`src/rtl/video_timing_gen.sv`:
```
// Raster timing generator running on the oscillator clock with a pixel clock-enable.
// Emits the DAC pixel clock, H/V counters, programmable-polarity syncs, blanking and line/frame pulses.
`timescale 1ns/1ps
module video_timing_gen #(
  parameter int CLKDIV    = 4,
  parameter int H_ACTIVE  = 640,
  parameter int H_FP      = 16,
  parameter int H_SYNC    = 96,
  parameter int H_BP      = 48,
  parameter int V_ACTIVE  = 480,
  parameter int V_FP      = 10,
  parameter int V_SYNC    = 2,
  parameter int V_BP      = 33,
  parameter bit HSYNC_POL = 1'b0,
  parameter bit VSYNC_POL = 1'b0,
  parameter int CW        = 11
) (
  input  logic          clk,
  input  logic          rst_n,
  output logic          vo_clk,
  output logic          pix_ce,
  output logic [CW-1:0] hcount,
  output logic [CW-1:0] vcount,
  output logic          hsync,
  output logic          vsync,
  output logic          blank_n,
  output logic          line_start,
  output logic          frame_start
);

  localparam int H_TOTAL = H_ACTIVE + H_FP + H_SYNC + H_BP;
  localparam int V_TOTAL = V_ACTIVE + V_FP + V_SYNC + V_BP;
  localparam int H_SS    = H_ACTIVE + H_FP;
  localparam int H_SE    = H_SS + H_SYNC;
  localparam int V_SS    = V_ACTIVE + V_FP;
  localparam int V_SE    = V_SS + V_SYNC;
  localparam int DW      = $clog2(CLKDIV);

  logic [DW-1:0] div_q, div_d;
  logic [CW-1:0] hcount_q, hcount_d;
  logic [CW-1:0] vcount_q, vcount_d;
  logic          vo_clk_q, pix_ce_q, hsync_q, vsync_q, blank_n_q;
  logic          line_start_q, frame_start_q;
  logic          adv, h_wrap, v_wrap;
  logic          hs_act_d, vs_act_d, blank_n_d;

  assign adv    = (div_q == DW'(CLKDIV - 1));
  assign h_wrap = (hcount_q == CW'(H_TOTAL - 1));
  assign v_wrap = (vcount_q == CW'(V_TOTAL - 1));

  always_comb begin
    div_d    = adv ? '0 : div_q + DW'(1);
    hcount_d = hcount_q;
    vcount_d = vcount_q;
    if (adv) begin
      hcount_d = h_wrap ? '0 : hcount_q + CW'(1);
      if (h_wrap) begin
        vcount_d = v_wrap ? '0 : vcount_q + CW'(1);
      end
    end
  end

  // Decodes look at next-state counters so they line up with the counters they describe.
  assign hs_act_d  = (hcount_d >= CW'(H_SS)) && (hcount_d < CW'(H_SE));
  assign vs_act_d  = (vcount_d >= CW'(V_SS)) && (vcount_d < CW'(V_SE));
  assign blank_n_d = (hcount_d < CW'(H_ACTIVE)) && (vcount_d < CW'(V_ACTIVE));

  always_ff @(posedge clk or negedge rst_n) begin
    if (!rst_n) begin
      div_q         <= '0;
      hcount_q      <= '0;
      vcount_q      <= '0;
      vo_clk_q      <= 1'b0;
      pix_ce_q      <= 1'b0;
      hsync_q       <= ~HSYNC_POL;
      vsync_q       <= ~VSYNC_POL;
      blank_n_q     <= 1'b1;
      line_start_q  <= 1'b0;
      frame_start_q <= 1'b0;
    end else begin
      div_q         <= div_d;
      hcount_q      <= hcount_d;
      vcount_q      <= vcount_d;
      vo_clk_q      <= (div_d >= DW'(CLKDIV / 2));
      pix_ce_q      <= adv;
      hsync_q       <= hs_act_d ? HSYNC_POL : ~HSYNC_POL;
      vsync_q       <= vs_act_d ? VSYNC_POL : ~VSYNC_POL;
      blank_n_q     <= blank_n_d;
      line_start_q  <= adv && h_wrap;
      frame_start_q <= adv && h_wrap && v_wrap;
    end
  end

  assign vo_clk      = vo_clk_q;
  assign pix_ce      = pix_ce_q;
  assign hcount      = hcount_q;
  assign vcount      = vcount_q;
  assign hsync       = hsync_q;
  assign vsync       = vsync_q;
  assign blank_n     = blank_n_q;
  assign line_start  = line_start_q;
  assign frame_start = frame_start_q;

endmodule

```
`config.mk`:
```
export PLATFORM = sky130hd
export DESIGN_NAME = video_timing_gen
export DESIGN_NICKNAME = d
export VERILOG_FILES = /design/src/rtl/video_timing_gen.sv
export SDC_FILE = /design/constraint.sdc
export NUM_CORES = 1
export LEC_CHECK = 0
export BUFFER_PORTS_ARGS = -buffer_cell sky130_fd_sc_hd__buf_2
export CAP_MARGIN = 20
export CORE_MARGIN = 4
export CORE_UTILIZATION = 45
export CTS_BUF_LIST = sky130_fd_sc_hd__clkbuf_8
export CTS_CLUSTER_SIZE = 10
export DETAILED_ROUTE_END_ITERATION = 16
export PLACE_DENSITY = 0.7
export SYNTH_ARGS = -nofsm -noshare
export SYNTH_HDL_FRONTEND = slang
export SYNTH_SLANG_ARGS = --single-unit
```
`constraint.sdc`:
```
create_clock -name clk -period 2.1 [get_ports clk]
set_input_delay 0.21 -clock clk [delete_from_list [all_inputs] [get_ports clk]]
set_output_delay 0.21 -clock clk [all_outputs]
set_load 0.1 [all_outputs]
```
==> reports/results.ini <==
[logic_synthesis]
synthCells = 164
synth_flop_cell = dfrtp_1
syn_nets = 170
synth-simple-area-share_pct = 24.94
ys_types = 40
yosys.area.top_type_share_pct = 42.76
synth_compound_area_share_pct = 9.184
async_flop_share_pct = 100.0
synth_edf_count = 0
ys_ff_latch = 30
synthAdderAreaFrac_pct = 3.167
ys_top_cells_by_area = dfrtp_1 43%, dfstp_2 5.0%, xnor2_1 5.0%
synthXorXnorAreaFrac_pct = 7.759
yosysTopAreaCell = dfrtp_1
synth.cell_area_um2 = 1580
synth.avg_cell_area_um2 = 9.636
synth_warnings = 0
yosysSeqAreaShare_pct = 47.74
synth_top_family_by_area = simple AND/OR/NAND/NOR gates
synth_mux_area_share_pct = 2.217

[power]
p_leak_nw = 0.9939
p_sw_share_pct = 21.19
p_clk_share_pct = 44.5
vdd_ir_drop_max_uv = 407.9
p_int_mw = 0.8390
combPwrFrac_pct = 1.2
p_per_area_nw_per_um2 = 499.0
p_switching_mw = 0.2256
power.share.sequential_pct = 54.3

[flow_run]
cap_violations = 0

[route]
ant_nets = 0
wirelength_mm = 3.945
wl_per_cell_um = 14.78
via_count = 1422
drtIter0Drc = 76
drc = 0
dr.pass1.iters = 6
avgViaCountPerCell = 5.326

[grt]
antenna_found_initial = 0
grt_pass1_wl_mm = 6.437
grt_usage_pct = 19.04
grt_max_degree = 31
grt_pass1_vias = 1458
overflow = 0

[cells_and_area]
final_cell_mix = 30 x buf_2, 25 x buf_4, 17 x nand2_1
nets = 226
antenna_cells = 0
fill_cells = 303
layout-drive-gt1-share_pct = 42.08
final_common_cell = buf_2
postLayoutCellArea_um2 = 2133
syn_to_final_growth_pct = 35.00

[worst_setup_path]
max_stage_delay_ps = 510
critPathRequiredTime_ps = 2280
crit_family = simple AND/OR/NAND/NOR gates
crit_chain = or4b_1, or4_4, a21oi_2, o22ai_1, nor2b_1, a2111oi_4
cp_slowest_cell = or4b_1
critPathLaunchType = flip-flop
critPathKind = reg2reg
arrival_ps = 2390
end_kind = flip-flop
path_max_fanout = 3
path_buf_inv = 0

[clocking]
cts_tree = yes
clkLatencyLatePin_ps = 280
cts_root_buffer = clkbuf_8
cts_inserted_buffers = 5
clock_tree.buffer_depth = 2
clk_pin_slew_ps = 60
htreeDepth = 2
cts_sinks = 30

[floorplanning]
die_h_um = 67.26
fp-row-count = 21
die_area_um2 = 4524
die_w_um = 67.26
start_util_pct = 46.99
ios = 31
core_region_area_um2 = 3363

[timing]
period_needed_ps = 2211
fin_skew_ps = 5.894
hold_ws_ps = 489.4
setup_viol = 3
tightestPinTransition_ps = 683.3
maxSlewHeadroom_pct = 54.45
fin_crit_sh_pct = 105.3
max_freq_ghz = 0.4523
layout_setup_ws_ps = -111.0
finalMaxSlewViolations = 0
hold_viol_final = 0
rsz0062_at_grt = true

[status]
status = finished, violations left
violations = negative setup slack

[placed_design]
port_buffers = 30
dpl_cell_area_um2 = 1957
gp_congestion = 0.8964
place_hpwl_mm = 2.895

[worst_hold_path]
hp-class = reg2reg

cell type report:
class                      instances  area [µm²]  share of cell area [%]
tap                               46       57.56                   2.698
inverter                           7       38.79                   1.818
multi-input combinational        120       822.0                   38.53
timing repair buffer              56       347.8                   16.30
clock inverter                     2       8.758                  0.4106
clock buffer                       6       82.58                   3.871
sequential                        30       775.7                   36.36
per-stage QoR:
step	util [%]	worst slack [ps]	cells	TNS (ps)	total power, mW
floorplan	-	-403.7	164	-2977	0.5889
global placement	58.18	-161.0	256	-429.0	0.6009
detailed placement	58.18	-233.4	256	-627.0	0.6013
CTS	62.31	-122.8	267	-239.8	1.074
global route	63.43	-203.1	267	-610.8	1.107
finish	63.43	-111.0	267	-265.4	1.065
logic make-up after synthesis:
family / count (synthesis)
muxes: 3
buffers and inverters: 14
adders and majority gates: 4
DFF: 30
and+or+nand+nor: 75
xor gates and xnor gates: 14
AOI/OAI and AO/OA: 24
state kept, by name, summed over array words and instances (netlist names):
name         flops
hcount          11
vsync            1
div_q            2
vcount          11
line_start       1
blank_n          1
frame_start      1
hsync            1
pix_ce           1
cells in the mapped netlist (all sizes together) (2+ instances only):
master,count
xor2,5
nand3,11
or2,3
nor3b,2
nor2,13
ha,4
dfrtp,27
a21oi,7
or4b,2
xnor2,9
nor3,3
nor4,4
clkbuf,3
buf,4
nor2b,3
mux2i,2
nand2,18
or3,3
o21ai,10
o22ai,2
or4,2
nand4,6
dfstp,3
inv,6
metal layers:
metal / vias to the layer above / part of all wire (%) / global-route usage [%]
li1: 683 / - / -
met1: 692 / 42 / 21.58
met2: 33 / 51 / 32.76
met3: 14 / 4.1 / 4.992
met4: 0 / 2.8 / 9.873
met5: - / 0 / 0
path summary, 6_finish.rpt:
kind                       startpoint        end  slack [ps]  cells after the start
max in group asynchronous       rst_n   div_q[1]        1090                      2
max reg2reg                 hcount[5]    blank_n        -110                      6
min in group asynchronous       rst_n  hcount[6]         500                      2
max                         hcount[5]    blank_n        -110                      6
min                          div_q[0]   div_q[0]         490                      1
min reg2reg                  div_q[0]   div_q[0]         490                      1
timing repair:
item,in CTS,in global routing
hold endpoints to repair,27,0
pin swaps,5,4
buffers inserted,2,1
hold buffers,1,0
setup endpoints to repair,7,7
resized for setup,7,8
power by group through the flow:
stage               combinational [mW]  sequential (mW)  clock, mW
detailed placement              0.0126            0.589          0
global placement                0.0122            0.589          0
global route                    0.0155            0.578      0.514
floorplan                  0.000000288            0.589          0
CTS                             0.0139            0.578      0.482
finish                          0.0131            0.578      0.473
(Power assumes the default switching activity.)
